**src/rtl/avg_pkg.sv**
```systemverilog
// Shared types and helpers for the boxcar averaging filter.
package avg_pkg;

    typedef enum logic {
        FILLING = 1'b0,
        RUNNING = 1'b1
    } avg_state_e;

    function automatic int clog2(input int value);
        int result;
        result = 0;
        for (int i = 0; i < 31; i++) begin
            if (value > (1 << i)) begin
                result = i + 1;
            end
        end
        return result;
    endfunction

    // Half an LSB of the shifted result, added before the divide when rounding.
    function automatic int round_offset(input int log2_depth, input int round_en);
        return (round_en != 0) ? (1 << (log2_depth - 1)) : 0;
    endfunction

endpackage

```
**src/rtl/avg_sample_ram.sv**
```systemverilog
// Sample window storage: one write port, one asynchronous read port, no reset.
module avg_sample_ram
    import avg_pkg::*;
#(
    parameter int DATA_W = 14,
    parameter int DEPTH  = 8,
    parameter int ADDR_W = clog2(DEPTH)
) (
    input  logic              CLK,
    input  logic              wr_en,
    input  logic [ADDR_W-1:0] wr_addr,
    input  logic [DATA_W-1:0] wr_data,
    input  logic [ADDR_W-1:0] rd_addr,
    output logic [DATA_W-1:0] rd_data
);

    logic [DATA_W-1:0] mem [DEPTH];

    always_ff @(posedge CLK) begin
        if (wr_en) begin
            mem[wr_addr] <= wr_data;
        end
    end

    // Read is combinational so the caller sees the entry about to be overwritten.
    assign rd_data = mem[rd_addr];

endmodule

```
**src/rtl/moving_average_filter.sv**
```systemverilog
// Boxcar average of the last 2**LOG2_DEPTH accepted samples using a running sum.
//
//   state   | meaning
//   FILLING | fewer than DEPTH samples held since reset/clear, oldest sample not subtracted
//   RUNNING | window full, each accept replaces the oldest sample, FULL asserted
module moving_average_filter
    import avg_pkg::*;
#(
    parameter int DATA_W     = 14,
    parameter int LOG2_DEPTH = 3,
    parameter int ROUND      = 0,
    parameter int WARMUP     = 1
) (
    input  logic              CLK,
    input  logic              RST_N,
    input  logic              CLEAR,
    input  logic              IN_VALID,
    input  logic [DATA_W-1:0] DATA_IN,
    output logic [DATA_W-1:0] AVG_OUT,
    output logic              OUT_VALID,
    output logic              FULL
);

    localparam int DEPTH = 1 << LOG2_DEPTH;
    localparam int SUM_W = DATA_W + LOG2_DEPTH;
    localparam logic [SUM_W:0]      RND_OFF   = (SUM_W + 1)'(round_offset(LOG2_DEPTH, ROUND));
    localparam logic [LOG2_DEPTH:0] FILL_LAST = (LOG2_DEPTH + 1)'(DEPTH - 1);

    avg_state_e              state;
    avg_state_e              state_next;
    logic [LOG2_DEPTH-1:0]   wr_ptr;
    logic [LOG2_DEPTH:0]     fill;
    logic [SUM_W-1:0]        sum;
    logic [SUM_W-1:0]        sum_next;
    logic [SUM_W:0]          avg_rounded;
    logic [DATA_W-1:0]       avg_next;
    logic [DATA_W-1:0]       old_sample;
    logic                    accept;
    logic                    last_fill;
    logic                    full_c;
    logic                    out_load;

    assign accept    = IN_VALID && !CLEAR;
    assign last_fill = (fill == FILL_LAST);

    avg_sample_ram #(
        .DATA_W (DATA_W),
        .DEPTH  (DEPTH)
    ) u_ram (
        .CLK     (CLK),
        .wr_en   (accept),
        .wr_addr (wr_ptr),
        .wr_data (DATA_IN),
        .rd_addr (wr_ptr),
        .rd_data (old_sample)
    );

    always_ff @(posedge CLK or negedge RST_N) begin
        if (!RST_N) begin
            state <= FILLING;
        end else begin
            state <= state_next;
        end
    end

    always_comb begin
        state_next = state;
        if (CLEAR) begin
            state_next = FILLING;
        end else if (accept && (state == FILLING) && last_fill) begin
            state_next = RUNNING;
        end
    end

    always_comb begin
        full_c   = (state == RUNNING);
        out_load = 1'b0;
        if (accept) begin
            out_load = (WARMUP == 0) || full_c || last_fill;
        end
    end

    // Memory contents are only subtracted once the window is full, so stale RAM never leaks in.
    assign sum_next    = sum + SUM_W'(DATA_IN) - (full_c ? SUM_W'(old_sample) : '0);
    assign avg_rounded = {1'b0, sum_next} + RND_OFF;
    assign avg_next    = DATA_W'(avg_rounded >> LOG2_DEPTH);

    always_ff @(posedge CLK or negedge RST_N) begin
        if (!RST_N) begin
            wr_ptr    <= '0;
            fill      <= '0;
            sum       <= '0;
            AVG_OUT   <= '0;
            OUT_VALID <= 1'b0;
        end else if (CLEAR) begin
            wr_ptr    <= '0;
            fill      <= '0;
            sum       <= '0;
            OUT_VALID <= 1'b0;
        end else begin
            OUT_VALID <= out_load;
            if (accept) begin
                wr_ptr <= wr_ptr + LOG2_DEPTH'(1);
                sum    <= sum_next;
                if (!full_c) begin
                    fill <= fill + (LOG2_DEPTH + 1)'(1);
                end
            end
            if (out_load) begin
                AVG_OUT <= avg_next;
            end
        end
    end

    assign FULL = full_c;

endmodule

```
**config.mk**
```make
export PLATFORM = sky130hd
export DESIGN_NAME = moving_average_filter
export DESIGN_NICKNAME = d
export VERILOG_FILES = /design/src/rtl/avg_pkg.sv /design/src/rtl/avg_sample_ram.sv /design/src/rtl/moving_average_filter.sv
export SDC_FILE = /design/constraint.sdc
export NUM_CORES = 1
export LEC_CHECK = 0
export ABC_AREA = 1
export BUFFER_PORTS_ARGS = -buffer_cell sky130_fd_sc_hd__buf_2
export CORE_ASPECT_RATIO = 0.9
export CORE_UTILIZATION = 45
export DETAILED_ROUTE_END_ITERATION = 6
export PLACE_DENSITY = 0.61
export SYNTH_ARGS = -nofsm -noshare
export SYNTH_HDL_FRONTEND = slang
export SYNTH_SLANG_ARGS = --single-unit
```
**constraint.sdc**
```tcl
create_clock -name CLK -period 9.2 [get_ports CLK]
set_clock_uncertainty 0.1 [all_clocks]
set_input_delay 0.92 -clock CLK [delete_from_list [all_inputs] [get_ports CLK]]
set_output_delay 0.92 -clock CLK [all_outputs]
set_load 0.02 [all_outputs]
```
# Yosys cells after proc, flatten, opt, wreduce, memory -nomap -nowiden

Memory sizes are Yosys's and may differ from the RTL's.
Index checks and enable logic that the tools add are counted.

Add/sub/neg operators: 4
Eq/ne operators: 2
Multiplexer cells: 14
Bitwise operators: 2
Reduce and logical (&&, ||, !) cells: 9

Operators with widths:

| operator                                                         | count |
|---|---|
| 17-bit two-way mux                                               | 2 |
| 17-bit by 14-bit adder with 17-bit output                        | 1 |
| 17-bit by 14-bit subtractor with 17-bit output                   | 1 |
| 14-bit two-way mux                                               | 1 |
| 4-bit two-way mux                                                | 3 |
| 1-bit two-way mux                                                | 6 |
| 3-bit two-way mux                                                | 2 |
| 4-bit by 1-bit adder with 4-bit output (second input constant)   | 1 |
| 4-bit by 3-bit == test with 1-bit output (second input constant) | 1 |
| 2-bit AND reduction                                              | 2 |
| 2-bit nonzero test                                               | 2 |
| 3-bit by 1-bit adder with 3-bit output (second input constant)   | 1 |
| 1-bit logical AND                                                | 3 |
| 2-bit inequality test (second input constant)                    | 1 |
| 1-bit inverter                                                   | 2 |
| 1-bit logical NOT                                                | 1 |
| 1-bit logical OR                                                 | 1 |

Register bits: 40
Bits in writable memories: 112
Bits of input ports: 18
Output and inout bits: 16
Logic and storage cells: 38
Memories: 1

Memory list:

| memory    | words | width | rd ports | clocked after Yosys merged registers in | wr ports | line                 | text |
|---|---|---|---|---|---|---|---|
| u_ram.mem | 8     | 14    | 1        | 0                                       | 1        | avg_sample_ram.sv:17 | `logic [DATA_W-1:0] mem [DEPTH];` |

# Logic depth before layout (Yosys ltp)

Gate-level depths: netlist of the first run.

Depth after elaboration: 6
Gate-level depth with buffers: 21
Mapped depth without buffers: 21

# Hierarchy

A second synthesis of the first run with hierarchy kept.

Cells, all modules: 961
Area, all modules: 8164.1 µm²

By module, submodules not included:

| module                | times used | cells an instance | area each (µm²) | seq. area each (µm²) |
|---|---|---|---|---|
| avg_sample_ram        | 1          | 501               | 4982.3          | 3363.2 |
| moving_average_filter | 1          | 460               | 3181.8          | 1001.0 |

# Worst setup path after synthesis of the first run

No wires, ideal clock.

Kind: reg-to-reg
Start: reg wr_ptr[0]
End: reg sum[6]
Setup time: 0.131 ns
Arrival: 2.717 ns
Data required time: 8.969 ns
Slack: 6.252 ns
Cell stages (with the launch flop): 16
Buffers on the path: 2
Clock period less this slack: 2.948 ns
Cells stage by stage: dfrtp_1 -> buf_2 -> buf_4 -> o21ai_0 -> nand3_1 -> o21a_1 -> fa_1 -> inv_1 -> ha_1 -> nand2_1 -> inv_1 -> nand2_1 -> nand3_1 -> or2_2 -> nand3_1 -> o21ai_0

Cells in the longest elaborated chain, start to end: 5

RTL lines:

| what                                           | line                         | text |
|---|---|---|
| from (decl)                                    | moving_average_filter.sv:31  | `logic [LOG2_DEPTH-1:0] wr_ptr;` |
| from (signal assigned)                         | moving_average_filter.sv:103 | `wr_ptr <= wr_ptr + LOG2_DEPTH'(1);` |
| memory read 8 x 14 bit                         | n/a                          |  |
| 14-bit two-way mux                             | moving_average_filter.sv:84  | `assign sum_next = sum + SUM_W'(DATA_IN) - (full_c ? SUM_W'(old_sample) : '0);` |
| 17-bit by 14-bit subtractor with 17-bit output | moving_average_filter.sv:84  |  |
| 17-bit two-way mux                             | moving_average_filter.sv:102 | `if (accept) begin` |
| 17-bit two-way mux                             | moving_average_filter.sv:95  | `end else if (CLEAR) begin` |
| to (signal assigned)                           | moving_average_filter.sv:104 | `sum <= sum_next;` |
| to (decl)                                      | moving_average_filter.sv:33  | `logic [SUM_W-1:0] sum;` |

No other way between the ends. The select of a mux whose other input is x is not followed.
A chain may end at the register's enable or synchronous reset.

# Worst setup path after layout of the first run

Same ends and word-level chain as after synthesis.

==> impl_metrics.csv, run 1 <==
group,metric,value,unit
pwr,sequential_share_of_power,38.4,%
pwr,pwr_density_cell,246.5,nW/um^2
routing,detailroute.via_count,5278,
flow_run,maxCapViolCount,0,
worst_hold_path,min-delay-path-class,"reg2reg",
routing,wl_per_cell,16.64,um
worst_setup_path,worst_setup_path_start_kind,"register",
place,dp_hpwl,11320,um
synthesis,post_synth.cell_area_avg,9.696,sq um
worst_hold_path,min_from,"AVG_OUT[13]",
synthesis,yosys.area.top_type,"sky130_fd_sc_hd__edfxtp_1",
pwr,int_power,0.001363,W
pwr,power.clock.fraction,34.2,%
sta,final_period_minus_worst_setup_slack,4.185,ns
clock_network,ctsRootBufferMaster,"sky130_fd_sc_hd__clkbuf_16",
sta,final-max-slew-violation-count,0,
grt,number_of_global_route_vias_before_repair,5153,
synthesis,synth-async-reset-ratio,26.32,%
sta,timing.fmax,238.9,MHz
grt,grt_overflow,0,
layout,finish.instance_area,8341,sq um
sta,finalHoldViolations,0,
floorplanning,fp.dieW,137.0,um
clock_network,cts-resized-gates,0,
synthesis,synth.lib_cells_used.distinct,33,
floorplanning,core_area,16080,sq um
clock_network,clock_latency,0.43,ns
synthesis,top_cell_types_by_occurrence_after_synthesis,"201 x sky130_fd_sc_hd__nand2_1, 118 x sky130_fd_sc_hd__inv_1, 112 x sky130_fd_sc_hd__edfxtp_1, 78 x sky130_fd_sc_hd__nor2_1",
sta,worst_slew_margin_rel,21.82,%
synthesis,ys_warns,0,
layout,antenna-diode-count,0,
worst_setup_path,worstPathRequired,9.39,ns
floorplanning,start_util,45.90,%
synthesis,synth_area,7378,sq um
floorplanning,row_count,44,
outcome,outcome,"completed",
layout,fraction_of_final_layout_cells_with_drive_strength_greater_than_1,10.33,%
sta,grt_setup_unrepaired,"false",
clock_network,cts_inserted_buffers,17,
routing,detailedRoute.firstIterationViolations,464,
layout,area.growth.synth_to_final,13.04,%
place,routabilityCongestion,0.8868,
clock_network,cts_setup_buffers,0,
worst_setup_path,setup.worst_path.start,"wr_ptr[0]",
routing,wl_final,16980,um
synthesis,synth_seq_area_share,59.15,%
worst_setup_path,end_kind,"register",
clock_network,cts_max_level,4,
worst_setup_path,worst-setup-path-type,"reg2reg",
clock_network,cts.sink_count,152,
synthesis,syn-num-nets,812,
worst_setup_path,crit_fanout,50,
routing,antenna_violating_nets_post_route,0,
sta,min_period_over_period,45.49,%
sta,final.setup.tns,0,ns
clock_network,cts.reportedPaths.clkPinSlew,0.06,ns
synthesis,postSynthRegisterBits,152,
pwr,ir_worst_vdd,0.1285,mV
routing,detail_route.vias_per_cell,5.175,
pwr,power.static_leakage,3.738,nW
synthesis,synthTopCellsByArea,"sky130_fd_sc_hd__edfxtp_1 46%, sky130_fd_sc_hd__dfrtp_1 14%, sky130_fd_sc_hd__nand2_1 10%, sky130_fd_sc_hd__inv_1 6.0%, sky130_fd_sc_hd__nor2_1 4.0%",
layout,layout.nets,851,
clock_network,max-clock-path-buffers,2,
sta,timing_worst_slew_pin_value,1.165,ns
place,buffer_ports.inserted,33,
pwr,power.net_switching,0.0006927,W
floorplanning,area_enclosed_by_the_die_boundary,16910,sq um
worst_setup_path,rr_startpoint,"wr_ptr[0]",
grt,number_of_antenna_violations_at_the_first_check_in_global_routing,0,
floorplanning,die_y,123.5,um
routing,first_pass_iters,5,
synthesis,synth_most_common_cell,"sky130_fd_sc_hd__nand2_1",
place,dpl-instance-area,7749,sq um
synthesis,number_of_synthesized_flops_with_an_enable_pin,112,
worst_setup_path,worst-endpoint-arrival,4.38,ns
grt,largest_net_degree_at_the_start_of_global_routing,51,
pwr,comb_power_share,27.5,%
grt,global_route_wire_length_before_repair,27020,um
sta,final-setup-viol-count,0,
clock_network,tritoncts,"built",
synthesis,ys_dominant_reg_cell,"sky130_fd_sc_hd__edfxtp_1",
routing,drt_drc_violations_left,0,
pwr,switching_fraction,33.70,%
floorplanning,ios,34,
synthesis,synth_cells,761,
clock_network,postCtsHoldBufs,0,
synthesis,synth_top_area_share,45.58,%
grt,overall_fraction_of_global_route_tracks_in_use,22.04,%
-- cell usage in the layout, fill, tap and decap left out, drive strengths merged, types with 7 or more instances in the layout --
| cell type | count |
|---|---|
| ha | 19 |
| a31oi | 7 |
| edfxtp | 112 |
| nor2 | 81 |
| a21oi | 15 |
| dfrtp | 40 |
| and3 | 7 |
| o211ai | 7 |
| inv | 130 |
| o21ai | 55 |
| buf | 39 |
| clkbuf | 17 |
| fa | 14 |
| nand2 | 201 |
| nand3 | 36 |
-- worst max-delay path, cell delays in order, from the launching register on --
cell and delay [ns]:
sky130_fd_sc_hd__dfrtp_1 0.32, sky130_fd_sc_hd__buf_4 0.46, sky130_fd_sc_hd__inv_2 0.43, sky130_fd_sc_hd__nor2_4 0.44, sky130_fd_sc_hd__nand2_1 0.09, sky130_fd_sc_hd__and3_1 0.17, sky130_fd_sc_hd__a31oi_1 0.25, sky130_fd_sc_hd__fa_1 0.47
sky130_fd_sc_hd__inv_1 0.10, sky130_fd_sc_hd__ha_1 0.30, sky130_fd_sc_hd__nand2_1 0.10, sky130_fd_sc_hd__nor2_1 0.04, sky130_fd_sc_hd__nand2_1 0.05, sky130_fd_sc_hd__nand3_1 0.16, sky130_fd_sc_hd__or2_2 0.33, sky130_fd_sc_hd__nand3_1 0.08
sky130_fd_sc_hd__o21ai_0 0.10
-- sequential cells by signal, summed over array words and instances, names as in the netlist --
register	flops
sum	17
AVG_OUT	14
fill	4
wr_ptr	3
OUT_VALID	1
FULL	1
u_ram.mem	112
-- final timing paths --
check                              end  slack (ns)  cells past startpoint
max in group asynchronous       sum[9]        7.90                      1
min                        AVG_OUT[13]        0.38                      2
min reg2reg                AVG_OUT[13]        0.38                      2
max                             sum[6]        5.01                     16
min in group asynchronous      fill[0]        0.52                      1
max reg2reg                     sum[6]        5.01                     16
-- area by class of cell --
type | count | area, sq um
Tap cell | 207 | 259.0
Multi-Input combinational cell | 466 | 2450
Inverter | 124 | 465.4
Timing Repair Buffer | 39 | 210.2
Fill cell | 1460 | 7735
Clock inverter | 15 | 166.4
Sequential cell | 152 | 4364
Clock buffer | 17 | 425.4
-- power by group through the flow --
stage,sequential [W],combinational (W),clock [W]
after floorplan,0.000800,0.000427,0
after global placement,0.000802,0.000547,0
after detailed placement,0.000803,0.000555,0
after CTS,0.000789,0.000559,0.000713
after global routing,0.000792,0.000646,0.000743
final,0.000789,0.000564,0.000702
-- routing by layer --
metal	routed length [um]	GRT usage, %
met5	0	0
met4	352	9.753
met3	1057	5.863
met2	7977	34.47
met1	7588	28.85
-- cells by family (layout without fill, tap and decap cells) --
family,after synthesis,count (layout),share of synthesized area (%)
AND/OR/NAND/NOR,334,334,18.35
flip-flops,152,152,59.15
buffers and inverters,143,195,7.750
AO/OA/AOI/OAI,92,92,6.902
adder cells (fa/ha/maj),33,33,7.021
XOR/XNOR,7,7,0.8309
-- metrics by stage --
| stage | utilization, % | cells | hold WS, ns | power (W) | setup slack (ns) |
|---|---|---|---|---|---|
| after CTS | 51.88 | 1020 | 0.3785 | 0.002062 | 5.047 |
| after floorplan | - | 761 | 0.3491 | 0.001227 | 6.252 |
| final | 51.88 | 1020 | 0.3785 | 0.002056 | 5.015 |
| after global routing | 51.88 | 1020 | 0.4029 | 0.002181 | 4.650 |
| after global placement | 48.20 | 988 | 0.3607 | 0.001349 | 5.140 |
| after detailed placement | 48.20 | 988 | 0.3615 | 0.001358 | 5.072 |
Power figures use the tool's default switching activity.
==> run 2, diff against run 1 <==
- PLACE_DENSITY: 0.61 -> 0.64
- clock period: 9.2 -> 3.5 ns (I/O delays scaled with it)
==> run 2 against run 1 <==
  * Power increased to 2.6 times the previous value
  * Hold slack worse by 0.28 ns
  * Largest cell class unchanged
  * Register-to-register slack got worse by 4.8 ns
  * Clock power increased to 2.6 times the previous value
  * Via count decreased by 1.1%
==> impl_metrics.csv, run 2 (synthesized netlist as in run 1, its figures left out) <==
group,metric,value,unit
outcome,outcome,"completed",
layout,number_of_non_filler_instances_in_the_completed_layout,1042,
place,placed_cells_incl_taps,1005,
grt,global_route_wire_length_before_repair,26320,um
place,buffer_ports.inserted,33,
layout,most_frequent_standard_cell_in_the_layout_excluding_fill_and_tap_cells,"sky130_fd_sc_hd__nand2_1",
worst_setup_path,setup.worst_path.start,"wr_ptr[1]",
grt,number_of_global_route_vias_before_repair,4952,
layout,final_cell_mix,"200 x sky130_fd_sc_hd__nand2_1, 118 x sky130_fd_sc_hd__inv_1, 112 x sky130_fd_sc_hd__edfxtp_1",
sta,timing.fmax,301.4,MHz
sta,final-max-slew-violation-count,0,
pwr,power.clock.fraction,33.2,%
sta,final.setup.tns,0,ns
pwr,switching_fraction,33.34,%
floorplanning,core_area,16080,sq um
place,dpl-instance-area,7869,sq um
place,place_ws,0.1087,ns
worst_setup_path,worst-r2r-cell-count,18,
pwr,sequential_share_of_power,38.4,%
layout,fraction_of_final_layout_cells_with_drive_strength_greater_than_1,13.29,%
sta,min_period_over_period,94.79,%
worst_setup_path,worst_setup_path_start_kind,"register",
sta,final_period_minus_worst_setup_slack,3.318,ns
pwr,power.net_switching,0.001806,W
floorplanning,ios,34,
place,routabilityCongestion,0.8552,
routing,detail_route.vias_per_cell,5.009,
layout,largest_registers,"u_ram.mem: 112 flops, sum: 17 flops, AVG_OUT: 14 flops",
pwr,int_power,0.003610,W
floorplanning,start_util,45.90,%
grt,largest_net_degree_at_the_start_of_global_routing,41,
routing,detailedRoute.firstIterationViolations,431,
worst_setup_path,worst-setup-path-type,"reg2reg",
floorplanning,area_enclosed_by_the_die_boundary,16910,sq um
layout,area.growth.synth_to_final,16.19,%
sta,final.setup.worst_slack,0.1822,ns
pwr,power.static_leakage,3.859,nW
worst_setup_path,worstPathRequired,3.72,ns
pwr,comb_power_share,28.4,%
floorplanning,die_y,123.5,um
clock_network,clock_latency,0.44,ns
clock_network,max-clock-path-buffers,2,
place,dp_hpwl,11630,um
routing,detailroute.via_count,5219,
clock_network,ctsRootBufferMaster,"sky130_fd_sc_hd__clkbuf_16",
worst_setup_path,setup.worst_path.end,"AVG_OUT[13]",
routing,drt_drc_violations_left,0,
routing,wl_final,16680,um
sta,finalHoldViolations,0,
worst_setup_path,end_kind,"register",
sta,worst_slew_margin_rel,37.53,%
worst_setup_path,worst-endpoint-arrival,3.54,ns
clock_network,cts_inserted_buffers,17,
worst_setup_path,critical_path.reg2reg.endpoint,"AVG_OUT[13]",
layout,largest_register,"u_ram.mem",
sta,final-setup-viol-count,0,
floorplanning,row_count,44,
routing,antenna_violating_nets_post_route,0,
worst_hold_path,min-delay-path-class,"in2reg",
clock_network,cts_max_level,4,
routing,wl_per_cell,16.01,um
layout,final_core_utilization,53.33,%
sta,grt_setup_unrepaired,"true",
worst_setup_path,ff2ff_setup_slack,0.18,ns
flow_run,maxCapViolCount,0,
grt,overall_fraction_of_global_route_tracks_in_use,21.61,%
worst_setup_path,rr_startpoint,"wr_ptr[1]",
grt,grt_overflow,0,
layout,antenna-diode-count,0,
layout,largest_reg_flops,112,
sta,timing_worst_slew_pin_value,0.9371,ns
pwr,ir_worst_vdd,0.3959,mV
clock_network,cts.sink_count,152,
layout,finish.instance_area,8573,sq um
worst_setup_path,crit_fanout,9,
layout,layout.nets,873,
clock_network,tritoncts,"built",
floorplanning,fp.dieW,137.0,um
grt,number_of_antenna_violations_at_the_first_check_in_global_routing,0,
routing,first_pass_iters,5,
clock_network,cts.reportedPaths.clkPinSlew,0.06,ns
layout,filler_cell_count,1461,
pwr,pwr_density_cell,631.7,nW/um^2
-- run 2: cell count changes in the layout (fill, tap and decap cells not counted), sizes merged --
cell / previous run / this run
clkinv: 2 / 6
clkbuf: 17 / 18
clkinvlp: 5 / 3
inv: 130 / 127
buf: 39 / 60
dlygate4sd3: 0 / 1
-- run 2: timing repair --
action                                  in CTS  in global routing
resized for setup                            0                 18
setup buffers                                0                  4
endpoints found under the hold margin       40                  0
endpoints found under the setup margin       0                 26
hold buffers                                 1                  0
-- run 2: worst max-delay path, stage by stage, from the launching register on --
cell	delay, ns
sky130_fd_sc_hd__dfrtp_2	0.42
sky130_fd_sc_hd__inv_1	0.09
sky130_fd_sc_hd__nor2_2	0.17
sky130_fd_sc_hd__buf_4	0.19
sky130_fd_sc_hd__inv_2	0.12
sky130_fd_sc_hd__nor2_1	0.12
sky130_fd_sc_hd__o21ai_0	0.11
sky130_fd_sc_hd__a31oi_1	0.24
sky130_fd_sc_hd__fa_1	0.45
sky130_fd_sc_hd__inv_1	0.07
sky130_fd_sc_hd__ha_1	0.30
sky130_fd_sc_hd__nand2_1	0.17
sky130_fd_sc_hd__inv_1	0.07
sky130_fd_sc_hd__nand2_1	0.06
sky130_fd_sc_hd__nand2_1	0.06
sky130_fd_sc_hd__a21oi_1	0.18
sky130_fd_sc_hd__nand3_1	0.12
sky130_fd_sc_hd__nand3_1	0.10
sky130_fd_sc_hd__nand2_1	0.05
-- run 2: worst min-delay path by stage --
| stage | start | endpoint | slack (ns) | cells past startpoint |
|---|---|---|---|---|
| after floorplan | RST_N | AVG_OUT[0] | -0.05 | 0 |
| after global placement | AVG_OUT[2] | AVG_OUT[2] | 0.36 | 2 |
| after detailed placement | AVG_OUT[1] | AVG_OUT[1] | 0.36 | 2 |
| after CTS | DATA_IN[10] | u_ram.mem[3][10] | 0.1 | 1 |
| after global routing | DATA_IN[2] | u_ram.mem[5][2] | 0.10 | 1 |
| final | DATA_IN[8] | u_ram.mem[1][8] | 0.10 | 1 |
-- run 2: cell type report --
type	count	area, sq um	share of cell area (%)
clock buffers	18	429.2	5.006
clock inverters	14	147.6	1.722
inverters	124	470.5	5.487
flip-flops and latches	152	4368	50.95
repair buffers	61	410.4	4.787
multi-input cells	466	2489	29.03
well taps	207	259.0	3.021
-- run 2: power by group through the flow --
stage          logic, W  registers, W  clock network (W)
2_1_floorplan   0.00112       0.00210                  0
3_3_place_gp    0.00145       0.00211                  0
3_5_place_dp    0.00147       0.00211                  0
4_1_cts         0.00149       0.00208            0.00182
5_1_grt         0.00177       0.00209            0.00190
6_report        0.00154       0.00208            0.00180
-- run 2: stage by stage --
step                hold WS [ns]  total power, W
finish                    0.1013        0.005416
global route              0.1016        0.005761
CTS                      0.09841        0.005385
detailed placement        0.3606        0.003581
global placement          0.3628        0.003562
floorplan               -0.04559        0.003226
-- run 2: per-layer routing --
metal | vias to the layer above | track usage [%] | part of all wire, %
met5 | - | 0 | 0
met1 | 2477 | 29.77 | 47
met4 | 0 | 5.769 | 1.3
met3 | 23 | 6.027 | 5.6
met2 | 127 | 33.65 | 46
li1 | 2592 | - | -
==> run 3, diff against run 2 <==
- PLACE_DENSITY: 0.64 -> 0.66
- clock period: 3.5 -> 4.3 ns (I/O delays scaled with it)
==> run 3 against run 2 <==
  * Sequential power down 19%
  * Non-clock buffer count down 17
  * Clock-buffer cell count down 1
  * Utilization down 1.5 points
  * Via count down 1.1%
==> impl_metrics.csv, run 3 (synthesized netlist as in run 1, its figures left out) <==
group,metric,value,unit
place,buffer_ports.inserted,33,
worst_setup_path,slowest_stage,"sky130_fd_sc_hd__nor2_1",
layout,largest_register,"u_ram.mem",
clock_network,clock_latency,0.43,ns
routing,detailedRoute.firstIterationViolations,409,
sta,timing.fmax,267.4,MHz
worst_setup_path,worst-setup-path-type,"reg2reg",
worst_setup_path,buffers_and_inverters_on_the_worst_path,5,
layout,most_frequent_standard_cell_in_the_layout_excluding_fill_and_tap_cells,"sky130_fd_sc_hd__nand2_1",
pwr,ir_worst_vdd,0.3348,mV
clock_network,postCtsHoldBufs,0,
clock_network,cts-resized-gates,0,
worst_setup_path,cp_common_cell,"sky130_fd_sc_hd__nand2_1",
floorplanning,ios,34,
sta,final_period_minus_worst_setup_slack,3.740,ns
clock_network,cts_setup_buffers,0,
worst_setup_path,ff2ff_setup_slack,0.56,ns
sta,final-setup-viol-count,0,
sta,grt_setup_unrepaired,"false",
routing,antenna_violating_nets_post_route,0,
worst_setup_path,rr_startpoint,"wr_ptr[1]",
clock_network,ctsRootBufferMaster,"sky130_fd_sc_hd__clkbuf_16",
worst_setup_path,end_kind,"register",
clock_network,max-clock-path-buffers,2,
layout,layout.nets,856,
floorplanning,area_enclosed_by_the_die_boundary,16910,sq um
layout,largest_reg_flops,112,
layout,filler_cell_count,1455,
routing,detail_route.vias_per_cell,5.036,
layout,area.growth.synth_to_final,12.94,%
clock_network,cts_max_level,4,
grt,grt_overflow,0,
worst_hold_path,min-delay-path-class,"in2async",
grt,number_of_antenna_violations_at_the_first_check_in_global_routing,0,
floorplanning,start_util,45.90,%
layout,number_of_non_filler_instances_in_the_completed_layout,1025,
grt,global_route_wire_length_before_repair,26920,um
sta,finalHoldViolations,0,
floorplanning,die_y,123.5,um
layout,antenna-diode-count,0,
clock_network,cts_inserted_buffers,17,
outcome,outcome,"completed",
sta,final.setup.tns,0,ns
floorplanning,core_area,16080,sq um
place,dp_hpwl,11380,um
worst_setup_path,crit_fanout,9,
pwr,switching_fraction,33.65,%
routing,first_pass_iters,5,
layout,largest_registers,"u_ram.mem: 112 flops, sum: 17 flops, AVG_OUT: 14 flops",
grt,overall_fraction_of_global_route_tracks_in_use,21.78,%
floorplanning,row_count,44,
pwr,comb_power_share,28.0,%
clock_network,cts.sink_count,152,
worst_setup_path,crit_path_max_incr_delay,0.53,ns
sta,worst_slew_margin_rel,32.50,%
worst_setup_path,setup.worst_path.start,"wr_ptr[1]",
place,routabilityCongestion,0.8664,
routing,drt_drc_violations_left,0,
worst_setup_path,cp_top_family,"simple AND/OR/NAND/NOR gates",
place,placed_cells_incl_taps,993,
grt,number_of_global_route_vias_before_repair,5172,
layout,final_cell_mix,"201 x sky130_fd_sc_hd__nand2_1, 118 x sky130_fd_sc_hd__inv_1, 112 x sky130_fd_sc_hd__edfxtp_1",
sta,min_period_over_period,86.97,%
pwr,sequential_share_of_power,39.3,%
clock_network,tritoncts,"built",
pwr,pwr_density_cell,514.8,nW/um^2
worst_setup_path,worst_setup_path_start_kind,"register",
pwr,power.static_leakage,3.757,nW
worst_setup_path,cell_chain_of_the_critical_path,"inv_1 > nor2_1 > inv_2 > nor2_1 > o21ai_1 > a31oi_1 > ha_1 > inv_1 > ha_1 > inv_1 > fa_1 > inv_1 > nand2_1 > nand2_1 > nand3_1 > nand2_1 > nand2_1 > nand2_1 > nand2_1 > nand3_1 > nand2_1",
sta,final-max-slew-violation-count,0,
routing,detailroute.via_count,5162,
routing,wl_final,16340,um
sta,timing_worst_slew_pin_value,1.009,ns
worst_setup_path,worstPathRequired,4.51,ns
routing,wl_per_cell,15.94,um
pwr,int_power,0.002847,W
clock_network,cts.reportedPaths.clkPinSlew,0.07,ns
pwr,power.clock.fraction,32.7,%
grt,largest_net_degree_at_the_start_of_global_routing,41,
flow_run,maxCapViolCount,0,
pwr,power.net_switching,0.001444,W
floorplanning,fp.dieW,137.0,um
layout,fraction_of_final_layout_cells_with_drive_strength_greater_than_1,10.27,%
worst_setup_path,worst-endpoint-arrival,3.95,ns
==> run 3: stage by stage <==
stage	area [sq um]	hold WS, ns	setup WS (ns)	power [W]	utilization, %
after floorplan	7378	0.03441	1.352	0.002626	-
after global placement	7779	0.3620	0.6333	0.002880	48.39
after detailed placement	7779	0.3645	0.6215	0.002910	48.39
after CTS	8333	0.07561	0.5812	0.004316	51.84
after global routing	8333	0.1166	0.1859	0.004585	51.84
final	8333	0.05693	0.5605	0.004290	51.84
==> run 3: per-layer routing <==
layer  vias up  track usage (%)  share of wire (%)  routed length, um
li1       2556                -                  -                  -
met1      2475            29.52                 47               7726
met2       115            35.10                 47               7632
met3        16            4.551                4.7                768
met4         0            6.937                1.3                209
met5         -                0                  0                  0
==> run 3: final cells by class <==
class | instances | area (sq um) | area share [%]
sequential | 152 | 4364 | 52.37
multi-input combinational | 466 | 2442 | 29.31
inverter | 124 | 465.4 | 5.586
clock buffer | 17 | 425.4 | 5.105
tap | 207 | 259.0 | 3.108
timing repair buffer | 44 | 247.7 | 2.973
clock inverter | 15 | 128.9 | 1.547
==> run 3: path summary, 6_finish.rpt <==
| kind | endpoint | cells after the start |
|---|---|---|
| setup / recovery | sum[12] | 21 |
| hold / removal | AVG_OUT[2] | 1 |
| setup reg to reg | sum[12] | 21 |
| hold reg to reg | AVG_OUT[13] | 2 |
| max in group asynchronous | sum[2] | 1 |
| min in group CLK | wr_ptr[2] | 3 |
==> run 3: worst reg2reg max path: stages (launching register included) <==
cell and delay, ns:
sky130_fd_sc_hd__dfrtp_1 0.42, sky130_fd_sc_hd__inv_1 0.10, sky130_fd_sc_hd__nor2_1 0.53, sky130_fd_sc_hd__inv_2 0.23, sky130_fd_sc_hd__nor2_1 0.14, sky130_fd_sc_hd__o21ai_1 0.07, sky130_fd_sc_hd__a31oi_1 0.22, sky130_fd_sc_hd__ha_1 0.26
sky130_fd_sc_hd__inv_1 0.06, sky130_fd_sc_hd__ha_1 0.20, sky130_fd_sc_hd__inv_1 0.07, sky130_fd_sc_hd__fa_1 0.35, sky130_fd_sc_hd__inv_1 0.12, sky130_fd_sc_hd__nand2_1 0.08, sky130_fd_sc_hd__nand2_1 0.09, sky130_fd_sc_hd__nand3_1 0.10
sky130_fd_sc_hd__nand2_1 0.16, sky130_fd_sc_hd__nand2_1 0.09, sky130_fd_sc_hd__nand2_1 0.06, sky130_fd_sc_hd__nand2_1 0.06, sky130_fd_sc_hd__nand3_1 0.07, sky130_fd_sc_hd__nand2_1 0.06
==> run 3: power groups by stage <==
stage	clock network, W	logic [W]	registers, W
2_1_floorplan	0	0.000914	0.00171
3_3_place_gp	0	0.00116	0.00172
3_5_place_dp	0	0.00119	0.00172
4_1_cts	0.00143	0.00120	0.00169
5_1_grt	0.00149	0.00140	0.00170
6_report	0.00140	0.00120	0.00169
